### src/rtl/up_pkg.sv
// Shared types for up_core_param: opcodes, phase, ALU op-select and width helpers.
// Pure declarations; no logic, no latency, no flow control.
package up_pkg;

   localparam int OPC_W = 4;

   typedef enum logic [3:0] {
      OP_JC    = 4'h0,
      OP_JNC   = 4'h1,
      OP_CMPI  = 4'h2,
      OP_CMPM  = 4'h3,
      OP_LIT   = 4'h4,
      OP_IN    = 4'h5,
      OP_LD    = 4'h6,
      OP_ST    = 4'h7,
      OP_JZ    = 4'h8,
      OP_JNZ   = 4'h9,
      OP_ADDI  = 4'hA,
      OP_ADDM  = 4'hB,
      OP_JMP   = 4'hC,
      OP_OUT   = 4'hD,
      OP_NANDI = 4'hE,
      OP_NANDM = 4'hF
   } opcode_t;

   typedef enum logic {
      PH_FETCH = 1'b0,
      PH_EXEC  = 1'b1
   } phase_t;

   typedef enum logic [1:0] {
      ALU_ADD,
      ALU_SUB,
      ALU_NAND,
      ALU_PASS
   } alu_op_t;

   function automatic int pw_of(input int data_w);
      return OPC_W + data_w;
   endfunction

   function automatic int addr_w_of(input int data_w);
      return data_w + pw_of(data_w);
   endfunction

endpackage

### src/rtl/up_alu.sv
// Combinational ALU for up_core_param: add, subtract (compare), nand, pass-through.
// Zero latency, no flow control; zero flag reflects the result of the selected op.
module up_alu
   import up_pkg::*;
#(
   parameter int DATA_W = 4
) (
   input  logic [DATA_W-1:0] a,
   input  logic [DATA_W-1:0] x,
   input  alu_op_t           op,
   output logic [DATA_W-1:0] result,
   output logic              carry,
   output logic              zero
);

   always_comb begin
      result = '0;
      carry  = 1'b0;
      case (op)
         ALU_ADD:  {carry, result} = {1'b0, a} + {1'b0, x};
         // carry out of a + ~x + 1 is the "no borrow" bit: set iff a >= x
         ALU_SUB:  {carry, result} = {1'b0, a} + {1'b0, ~x} + {{DATA_W{1'b0}}, 1'b1};
         ALU_NAND: result = ~(a & x);
         default:  result = x;
      endcase
   end

   assign zero = (result == '0);

endmodule

### src/rtl/up_core_param.sv
// Two-phase accumulator CPU: fetch then execute, 2 cycles per instruction; optional
// UP_WAIT_EN adds ram_ready, which stalls the execute phase of RAM instructions while low.
module up_core_param
   import up_pkg::*;
#(
   parameter  int DATA_W = 4,
   parameter  int N_IO   = 1,
   localparam int PW     = pw_of(DATA_W),
   localparam int ADDR_W = addr_w_of(DATA_W)
) (
   input  logic                     clock,
   input  logic                     reset,
   output logic [ADDR_W-1:0]        prog_addr,
   input  logic [PW-1:0]            prog_word,
   output logic [ADDR_W-1:0]        ram_addr,
   output logic [DATA_W-1:0]        ram_wdata,
   input  logic [DATA_W-1:0]        ram_rdata,
   output logic                     ram_cs,
   output logic                     ram_we,
`ifdef UP_WAIT_EN
   input  logic                     ram_ready,
`endif
   input  logic [N_IO*DATA_W-1:0]   in_bus,
   output logic [N_IO*DATA_W-1:0]   out_bus,
   output logic [N_IO-1:0]          out_strobe,
   output logic                     phase,
   output logic [3:0]               instr,
   output logic [DATA_W-1:0]        oprnd,
   output logic [DATA_W-1:0]        accu,
   output logic                     c_flag,
   output logic                     z_flag
);

   phase_t                  ph_q, ph_d;
   opcode_t                 op;
   logic [ADDR_W-1:0]       pc_d;
   logic [3:0]              instr_d;
   logic [DATA_W-1:0]       oprnd_d, accu_d;
   logic                    c_d, z_d;
   logic [N_IO*DATA_W-1:0]  out_d;
   logic [N_IO-1:0]         strobe_d;

   logic                    is_two, is_mem, taken, ld_acc, ld_flg, do_out, stall;
   alu_op_t                 alu_op;
   logic [DATA_W-1:0]       alu_x, alu_res, in_sel;
   logic                    alu_c, alu_z;

   assign op        = opcode_t'(instr);
   assign phase     = ph_q;
   assign ram_addr  = {oprnd, prog_word};
   assign ram_wdata = accu;
   assign ram_cs    = (ph_q == PH_EXEC) && is_mem;
   assign ram_we    = (ph_q == PH_EXEC) && (op == OP_ST);

`ifdef UP_WAIT_EN
   assign stall = (ph_q == PH_EXEC) && is_mem && !ram_ready;
`else
   assign stall = 1'b0;
`endif

   // Out-of-range channel numbers fall through to zero
   always_comb begin
      in_sel = '0;
      for (int k = 0; k < N_IO; k++) begin
         if (oprnd == DATA_W'(k)) in_sel = in_bus[k*DATA_W +: DATA_W];
      end
   end

   // Instruction decode
   always_comb begin
      is_two = 1'b0;
      is_mem = 1'b0;
      taken  = 1'b0;
      ld_acc = 1'b0;
      ld_flg = 1'b0;
      do_out = 1'b0;
      alu_op = ALU_PASS;
      alu_x  = oprnd;
      case (op)
         OP_JC:    begin is_two = 1'b1; taken = c_flag;  end
         OP_JNC:   begin is_two = 1'b1; taken = !c_flag; end
         OP_JZ:    begin is_two = 1'b1; taken = z_flag;  end
         OP_JNZ:   begin is_two = 1'b1; taken = !z_flag; end
         OP_JMP:   begin is_two = 1'b1; taken = 1'b1;    end
         OP_CMPI:  begin alu_op = ALU_SUB; ld_flg = 1'b1; end
         OP_CMPM:  begin is_two = 1'b1; is_mem = 1'b1; alu_x = ram_rdata; alu_op = ALU_SUB; ld_flg = 1'b1; end
         OP_LIT:   ld_acc = 1'b1;
         OP_IN:    begin alu_x = in_sel; ld_acc = 1'b1; end
         OP_LD:    begin is_two = 1'b1; is_mem = 1'b1; alu_x = ram_rdata; ld_acc = 1'b1; end
         OP_ST:    begin is_two = 1'b1; is_mem = 1'b1; end
         OP_ADDI:  begin alu_op = ALU_ADD; ld_acc = 1'b1; ld_flg = 1'b1; end
         OP_ADDM:  begin is_two = 1'b1; is_mem = 1'b1; alu_x = ram_rdata; alu_op = ALU_ADD; ld_acc = 1'b1; ld_flg = 1'b1; end
         OP_OUT:   do_out = 1'b1;
         OP_NANDI: begin alu_op = ALU_NAND; ld_acc = 1'b1; ld_flg = 1'b1; end
         OP_NANDM: begin is_two = 1'b1; is_mem = 1'b1; alu_x = ram_rdata; alu_op = ALU_NAND; ld_acc = 1'b1; ld_flg = 1'b1; end
         default:  ;
      endcase
   end

   up_alu #(.DATA_W(DATA_W)) u_alu (
      .a      (accu),
      .x      (alu_x),
      .op     (alu_op),
      .result (alu_res),
      .carry  (alu_c),
      .zero   (alu_z)
   );

   // Next-state: a stalled execute keeps every register as is and drops the strobe
   always_comb begin
      ph_d     = ph_q;
      pc_d     = prog_addr;
      instr_d  = instr;
      oprnd_d  = oprnd;
      accu_d   = accu;
      c_d      = c_flag;
      z_d      = z_flag;
      out_d    = out_bus;
      strobe_d = '0;
      if (ph_q == PH_FETCH) begin
         instr_d = prog_word[PW-1:DATA_W];
         oprnd_d = prog_word[DATA_W-1:0];
         pc_d    = prog_addr + ADDR_W'(1);
         ph_d    = PH_EXEC;
      end else if (!stall) begin
         ph_d = PH_FETCH;
         if (is_two) pc_d = taken ? ram_addr : prog_addr + ADDR_W'(1);
         if (ld_acc) accu_d = alu_res;
         if (ld_flg) begin
            c_d = alu_c;
            z_d = alu_z;
         end
         if (do_out) begin
            for (int k = 0; k < N_IO; k++) begin
               if (oprnd == DATA_W'(k)) begin
                  out_d[k*DATA_W +: DATA_W] = accu;
                  strobe_d[k]               = 1'b1;
               end
            end
         end
      end
   end

   always_ff @(posedge clock) begin
      if (reset) begin
         ph_q       <= PH_FETCH;
         prog_addr  <= '0;
         instr      <= '0;
         oprnd      <= '0;
         accu       <= '0;
         c_flag     <= 1'b0;
         z_flag     <= 1'b0;
         out_bus    <= '0;
         out_strobe <= '0;
      end else begin
         ph_q       <= ph_d;
         prog_addr  <= pc_d;
         instr      <= instr_d;
         oprnd      <= oprnd_d;
         accu       <= accu_d;
         c_flag     <= c_d;
         z_flag     <= z_d;
         out_bus    <= out_d;
         out_strobe <= strobe_d;
      end
   end

endmodule

### config.mk
export PLATFORM = sky130hd
export DESIGN_NAME = up_core_param
export DESIGN_NICKNAME = d
export VERILOG_FILES = /design/src/rtl/up_pkg.sv /design/src/rtl/up_alu.sv /design/src/rtl/up_core_param.sv
export SDC_FILE = /design/constraint.sdc
export NUM_CORES = 1
export LEC_CHECK = 0
export ABC_AREA = 1
export CAP_MARGIN = 20
export CORE_MARGIN = 5
export CORE_UTILIZATION = 30
export CTS_CLUSTER_DIAMETER = 40
export CTS_CLUSTER_SIZE = 30
export DETAILED_ROUTE_END_ITERATION = 6
export PLACE_DENSITY = 0.62
export SKIP_CTS_REPAIR_TIMING = 1
export SLEW_MARGIN = 20
export SYNTH_ARGS = -nofsm -noshare
export SYNTH_HDL_FRONTEND = slang
export SYNTH_HIERARCHICAL = 1
export SYNTH_SLANG_ARGS = --single-unit
### constraint.sdc
create_clock -name clock -period 2.6 [get_ports clock]
set_input_delay 0.26 -clock clock [delete_from_list [all_inputs] [get_ports clock]]
set_output_delay 0.26 -clock clock [all_outputs]
set_load 0.1 [all_outputs]
==> impl_metrics.toml, run 1 <==
[logic_synthesis]
yosysSeqAreaShare_pct = 28.3
ys_ff_latch = 32
netlist.area_leader.share_pct = 28.3
synth-edff-count = 0
syn_area_per_cell_um2 = 6.47
synth_most_common_cell = "nand2_1"
synth_top_area_cell = "dfxtp_1"
ys_warn_count = 6
synthFlopType = "dfxtp_1"
synth_area_um2 = 2260
synthCells = 350
synth.area.top_cells = "dfxtp_1 28%, nand2_1 14%, nand3_1 7.7%, inv_1 6.8%, nor2_1 6.1%"
synthArstFlopShare_pct = 0
synth_nets = 379
yosys-top-cells-count = "83 x nand2_1, 41 x inv_1, 37 x nor2_1, 35 x nand3_1, 32 x dfxtp_1"
synth_cell_types = 31

[global_routing]
grt_start_max_net_pins = 20
grt_pass1_vias = 2316
grtUsageTotal_pct = 13.9
grt-ovfl-total = 0
grt_pass1_wl_um = 10900
grt_antenna_before_repair = 0

[floorplan]
coreArea_um2 = 7290
ioPinCount = 68
rows = 31
die_h_um = 96.9
start_util_pct = 31.0
die_area_um2 = 9380
die_w_um = 96.9

[timing]
slew_violations = 0
tightest_slew_ns = 0.543
layout_min_cycle_time_ns = 2.52
hold_slack_ns = 0.506
setup_violations = 0
finalClockSkew_ns = 0.00397
max_slew_margin_pct = 63.5
finalCritPeriodShare_pct = 97.0
hold_viol = 0
fmax_ghz = 0.396

[detailed_routing]
wl_met3_um = 564
first_iter_violations = 114
route.detailed.drc = 0
dr.max_layer_used = "met4"
wl_met2_um = 3040
wl_per_cell_um = 13.5
vias_per_cell = 4.79
ant_nets = 0
wl_met1_um = 3150
vias = 2453
firstDrtPassIters = 4
routed_wl_um = 6900

[final_layout]
antenna-diode-count = 0
layout-drive-gt1-share_pct = 26.2
nets = 442
fillers = 793
synthToLayoutAreaGrowth_pct = 36.4
seq_area_um2 = 661
multi_input_area_um2 = 1390

[pwr]
p_switching_mw = 0.777
combPwrFrac_pct = 42.5
static-leakage-power_nw = 1.49
power_frac_clock_pct = 24.4
irDropWorstVdd_v = 0.000321
p_per_area_nw_per_um2 = 559
p_int_mw = 0.948
seq_power_share_pct = 33.1
power_mw = 1.72
switching_share_pct = 45.0

[place]
portBuffers = 67
gp_congestion = 0.855
dp_hpwl_um = 5170

[clock_network]
h-tree-depth = 2
path_clk_slew_ns = 0.07
clockBufferDepth = 2
cts_buffers = 5
cts_tree = "built"
cts_sinks = 32
root_buffer = "clkbuf_8"
clock_latency_ns = 0.28

[worst_setup_path]
worstPathMaxFanout = 6
worstPathArrival_ns = 2.70
reg2reg_slack_ns = 0.08
required_ns = 2.78
reg2reg_to = "accu[2]"
worst_setup_path_start_kind = "register"
endpoint_kind = "register"
r2r_start = "instr[3]"
path_class = "reg -> reg"
r2r_cells = 17

[flow_run]
maxCapViolations = 0

[hold_path]
hold_class = "reg -> reg"
hold_path_startpoint = "oprnd[0]"
min_path_cells = 2
whs_endpoint = "oprnd[0]"

[outcome]
status = "finished clean"
worst max path at each step:
stage          startpoint      end  slack [ns]  depth (start not counted)
6_report         instr[3]  accu[2]        0.08                         17
5_1_grt          instr[3]   z_flag       -0.08                         19
4_1_cts          instr[3]   z_flag     -0.0004                         18
3_5_place_dp     instr[3]  accu[2]        0.01                         17
3_3_place_gp     instr[1]  accu[2]        0.12                         15
2_1_floorplan       phase   ram_we       -0.11                          4
logic make-up after synthesis:
logic type                 synth area share (%)
xor gates and xnor gates                   1.55
and+or+nand+nor                            35.5
buffers and inverters                      14.5
AOI/OAI and AO/OA                          13.4
adders and majority gates                  6.74
DFF                                        28.3
sequential cells by signal (all words and copies together) (netlist names):
signal / count
c_flag: 1
prog_addr: 12
oprnd: 4
out_bus: 4
accu: 4
z_flag: 1
phase: 1
instr: 4
out_strobe: 1
worst max-delay path, stage by stage (launching register included):
cell and delay (ns):
dfxtp_4 0.37, inv_4 0.07, nand2_4 0.08, inv_6 0.09, o21ai_4 0.06, a21oi_4 0.16
nor2_2 0.08, nand2_1 0.08, nand3_2 0.12, ha_4 0.19, fa_1 0.38, or2_0 0.23
nand3_1 0.07, nand3_1 0.09, o21ai_2 0.08, inv_1 0.05, o21ai_0 0.17, nor2_1 0.06
placed cells by master (no fill, tap or decap), types with 7 or more instances in the layout:
master / synthesis / layout
buf_4: 16 / 61
clkdlybuf4s50_1: 0 / 17
nand3_1: 35 / 32
nand4_1: 7 / 7
a21oi_1: 24 / 22
nand2_1: 83 / 82
dfxtp_1: 32 / 24
o21ai_0: 26 / 23
inv_1: 41 / 41
nor2_1: 37 / 35
clkbuf_8: 0 / 7
power by group through the flow:
stage / logic (mW) / clock network (mW) / registers (mW)
6_report: 0.733 / 0.420 / 0.571
5_1_grt: 0.781 / 0.461 / 0.577
4_1_cts: 0.708 / 0.428 / 0.569
3_5_place_dp: 0.706 / 0 / 0.580
3_3_place_gp: 0.705 / 0 / 0.579
2_1_floorplan: 0.349 / 0 / 0.789
metrics by stage:
stage	util [%]	area [µm²]	setup TNS, ns	cells	worst slack [ns]
final	42.3	3090	0	512	0.0770
after global routing	42.3	3090	-0.200	512	-0.0811
after CTS	40.8	2970	-0.000395	507	-0.000395
after detailed placement	39.4	2880	0	500	0.0112
after global placement	39.4	2880	0	500	0.120
after floorplan	-	2310	-0.160	350	-0.106
routing by layer:
layer | track usage [%] | vias up
li1 | - | 1242
met4 | 4.21 | 0
met2 | 20.9 | 105
met3 | 4.53 | 14
met1 | 18.8 | 1092
met5 | 0 | -
cell type report:
cell class | count | area share [%]
Inverter | 47 | 5.96
Tap cell | 99 | 4.01
Sequential cell | 32 | 21.4
Timing Repair Buffer | 78 | 20.3
Clock buffer | 7 | 3.12
Multi-Input combinational cell | 249 | 45.2
Power figures use the tool's default switching activity.
==> inputs of run 2 (changes only) <==
CELL_PAD_IN_SITES_DETAIL_PLACEMENT = 2   (was unset)
CELL_PAD_IN_SITES_GLOBAL_PLACEMENT = 2   (was unset)
CORE_UTILIZATION = 22   (was 30)
PLACE_DENSITY = 0.81   (was 0.62)
RECOVER_POWER = 100   (was unset)
==> impl_metrics.toml, run 2 (synthesis results as in run 1) <==
[outcome]
status = "finished clean"

[detailed_routing]
vias_per_cell = 4.54
route.detailed.drc = 0
wl_per_cell_um = 15.7
ant_nets = 0
vias = 2551
routed_wl_um = 8850
firstDrtPassIters = 4
first_iter_violations = 49

[timing]
layout_min_cycle_time_ns = 2.46
fmax_ghz = 0.406
tightest_slew_ns = 1.19
finalClockSkew_ns = 0.0162
max_slew_margin_pct = 21.1
setup_violations = 0
finalCritPeriodShare_pct = 94.8
hold_viol = 0
fin_tns_setup_ns = 0
slew_violations = 0

[worst_setup_path]
worstPathArrival_ns = 2.69
endpoint_kind = "register"
path_class = "reg -> reg"
worst_setup_path_start_kind = "register"
r2r_cells = 18
required_ns = 2.83
worstPathMaxFanout = 6

[clock_network]
clock_latency_ns = 0.30
cts_tree = "built"
cts_buffers = 5
cts_sinks = 32
root_buffer = "clkbuf_8"
h-tree-depth = 2
path_clk_slew_ns = 0.08
clockBufferDepth = 2

[floorplan]
die_w_um = 111
die_h_um = 111
die_area_um2 = 12400
ioPinCount = 68
start_util_pct = 22.2
coreArea_um2 = 10200
rows = 37

[hold_path]
hold_class = "reg -> reg"
min_path_cells = 2

[final_layout]
final_cell_mix = "80 x nand2_1, 61 x buf_4, 40 x inv_1"
largest_register_ffs = 12
layout-drive-gt1-share_pct = 26.1
fillers = 1222
final_common_cell = "nand2_1"
synthToLayoutAreaGrowth_pct = 42.1
antenna-diode-count = 0
stdcell_area_um2 = 3220
nets = 454
fin_cells = 562
max_flop_register = "prog_addr"

[pwr]
p_per_area_nw_per_um2 = 570
static-leakage-power_nw = 1.50
irDropWorstVdd_v = 0.000241

[global_routing]
grt-ovfl-total = 0
grt_pass1_vias = 2781
grtUsageTotal_pct = 14.2
grt_start_max_net_pins = 20
grt_pass1_wl_um = 14300
grt_antenna_before_repair = 0

[place]
dp_cells = 542
portBuffers = 67
dp_hpwl_um = 7020
gp_congestion = 0.852
placed_area_um2 = 2960

[flow_run]
maxCapViolations = 0
-- run 2: cell types whose count changed in the layout (fill, tap and decap cells not counted), sizes merged --
cell | previous run | this run
clkinv | 0 | 1
clkbuf | 7 | 18
bufinv | 0 | 1
-- run 2: stage by stage --
step                      total power, mW  util, %  worst slack [ns]  hold WS, ns
final                                1.83     31.6             0.136        0.509
after global placement               1.30     29.1           -0.0411        0.492
after global routing                 1.94     31.6           -0.0394        0.543
after floorplan                      1.14        -            -0.106        0.338
after CTS                            1.81     30.1            -0.263        0.520
after detailed placement             1.32     29.1            -0.232        0.509
-- run 2: path summary, 6_finish.rpt --
path                                     from             to  slack [ns]
worst max register to register       instr[3]         z_flag        0.14
worst max-delay path                 instr[3]         z_flag        0.14
worst min-delay path            prog_addr[11]  prog_addr[11]        0.51
worst min register to register  prog_addr[11]  prog_addr[11]        0.51
-- run 2: layer usage --
layer / share of wire, % / GRT usage [%] / up-vias
li1: - / - / 1260
met1: 44 / 16.4 / 1240
met2: 52 / 26.5 / 44
met3: 3.2 / 2.99 / 7
met4: 0.98 / 3.41 / 0
met5: 0 / 0 / -
-- run 2: worst max-delay path, stage by stage (launching register included) --
cell and delay, ns:
dfxtp_4 0.39, inv_4 0.05, nand2_4 0.10, inv_6 0.05
o21ai_4 0.18, a21oi_4 0.07, buf_4 0.14, nand2_1 0.05
nand3_1 0.11, buf_4 0.17, fa_2 0.36, or2_0 0.23
nand3_1 0.07, nand3_1 0.08, o21ai_2 0.07, nand2_1 0.06
nor2_1 0.10, nor2_1 0.05, nor2_1 0.09
-- run 2: layout make-up --
cell class              instances  area (µm²)  share of cell area [%]
clock inverters                 2        35.0                    1.09
repair buffers                 90         673                    20.9
clock buffers                   6        72.6                    2.26
flip-flops and latches         32         663                    20.6
multi-input cells             249        1420                    44.1
inverters                      47         184                    5.72
well taps                     136         170                    5.29
-- run 2: power breakdown --
group / internal [mW] / switching (mW)
Clock: 0.285 / 0.201
Sequential: 0.521 / 0.0534
Combinational: 0.207 / 0.565
==> inputs of run 3 (changes only) <==
HOLD_SLACK_MARGIN = 0.15   (was unset)
==> results of run 3 <==
No change in the layout: final DEF, timing and power equal those of run 2.
==> RTL change (flow settings as in run 3) <==
Set the parameter `N_IO` to 2 (it was 1).
--- a/src/rtl/up_core_param.sv
+++ b/src/rtl/up_core_param.sv
@@ -5,5 +5,5 @@
 #(
    parameter  int DATA_W = 4,
-   parameter  int N_IO   = 1,
+   parameter  int N_IO   = 2,
    localparam int PW     = pw_of(DATA_W),
    localparam int ADDR_W = addr_w_of(DATA_W)
Ports: changed (resized in_bus, out_bus and out_strobe); port bits go from 68 to 77. No check against the original RTL was run, so the function may have changed too.
==> RTL change against run 3 <==
Fmax down 4.1%. Wire length up 9.5%. Hold slack worse by 4.3 ps. Total power up 10%. Area after synthesis up 10%. Cell area up 11%. Clock skew down 13 ps. Critical path type unchanged. Core utilization up 0.11 points. Sequential cell count up 5. Worst setup slack worse by 110 ps. Count of clock-buffer cells in the layout up 1. Non-clock buffer count up 2.
==> RTL change: results (changes against run 3) <==
outcome=finished, final reports clean; Setup WS pre-CTS=-52.5 ps (+179 ps); Via density=4.59 (+1.2%); HPWL Detailed=7590 um (+8.1%); Critical Path AT=2790 ps (+100 ps); syn nets=410 (+8.2%); placer congestion estimate=0.805 (-5.5%); cell count after placement=581 (+7.2%); Routed wire per std cell=16.3 um (+3.5%); largest cells by area after synthesis=dfxtp_1 30%, nand2_1 11%, nand3_1 8.2%; Worst Tran Pin Value=1210 ps (+19.9 ps); global-route wire length before repair=15500 um (+8.6%); skew final=2.73 ps (-13.5 ps); gate count of the mapped netlist=377 (+7.7%); IR drop worst, VDD=0.000218 V (-9.5%); Nets=484 (+6.6%); met1 Usage GRT=18.9% (+2.5 points); drt initial violations=111 (+130%); ratio of cells with drive above 1 in the final layout=25.2% (-0.84 points); gr usage total=14.3% (+0.16 points); Max stage delay on crit path=430 ps (+40 ps); vias in the first global route=2966 (+6.7%); met2 Use GR=24.5% (-2.0 points); CTS root buffer=clkbuf_16; Leak=1.67 nW (+11%); clock transition at the registers of the reported paths=60 ps (-20 ps); worst-path fanout max=5 (-1)
[RTL change: cell count changes in the layout (fill, tap and decap cells not counted), moves of 4 or more]
cell,before,now
a21oi_1,21,26
a22o_1,0,4
clkbuf_1,13,7
clkbuf_16,0,5
clkbuf_8,5,0
dfxtp_1,24,29
inv_1,40,50
nand2_1,80,73
[RTL change: logic make-up after synthesis]
group | after synthesis | synth area share (%)
DFF | 37 | 29.7
xor gates and xnor gates | 6 | 2.10
and+or+nand+nor | 173 | 31.8
AOI/OAI and AO/OA | 70 | 15.2
buffers and inverters | 80 | 15.2
adders and majority gates | 11 | 6.11
[RTL change: report_power, final]
| group | internal (mW) | switching, mW | total, mW |
|---|---|---|---|
| logic | 0.210 | 0.561 | 0.771 |
| registers | 0.596 | 0.0467 | 0.643 |
| clock network | 0.357 | 0.253 | 0.610 |
| total | 1.16 | 0.861 | 2.02 |
[RTL change: worst paths after layout]
| kind | from | end | slack (ps) | cells after the start |
|---|---|---|---|---|
| worst max register to register | instr[3]$_SDFFE_PP0N_ | z_flag$_SDFFE_PP0P_ | 30 | 18 |
| worst max-delay path | instr[3]$_SDFFE_PP0N_ | z_flag$_SDFFE_PP0P_ | 30 | 18 |
| worst min-delay path | c_flag$_SDFFE_PP0P_ | c_flag$_SDFFE_PP0P_ | 510 | 2 |
| worst min register to register | c_flag$_SDFFE_PP0P_ | c_flag$_SDFFE_PP0P_ | 510 | 2 |
[RTL change: metal layers]
layer | up-vias | routed length (um)
li1 | 1350 | -
met1 | 1312 | 4570
met2 | 64 | 4640
met3 | 6 | 392
met4 | 0 | 93
met5 | - | 0
[RTL change: tightest hold or removal path, stage by stage (launching register included)]
cell and delay, ps:
dfxtp_1 320, inv_1 70, a21oi_1 60
[RTL change: area by class of cell]
type	count	area, sq um
clock buffer	7	133
clock inverter	1	7.51
fill	1337	7700
inverter	55	216
multi-input combinational	260	1520
sequential	37	766
tap	143	179
timing repair buffer	92	749
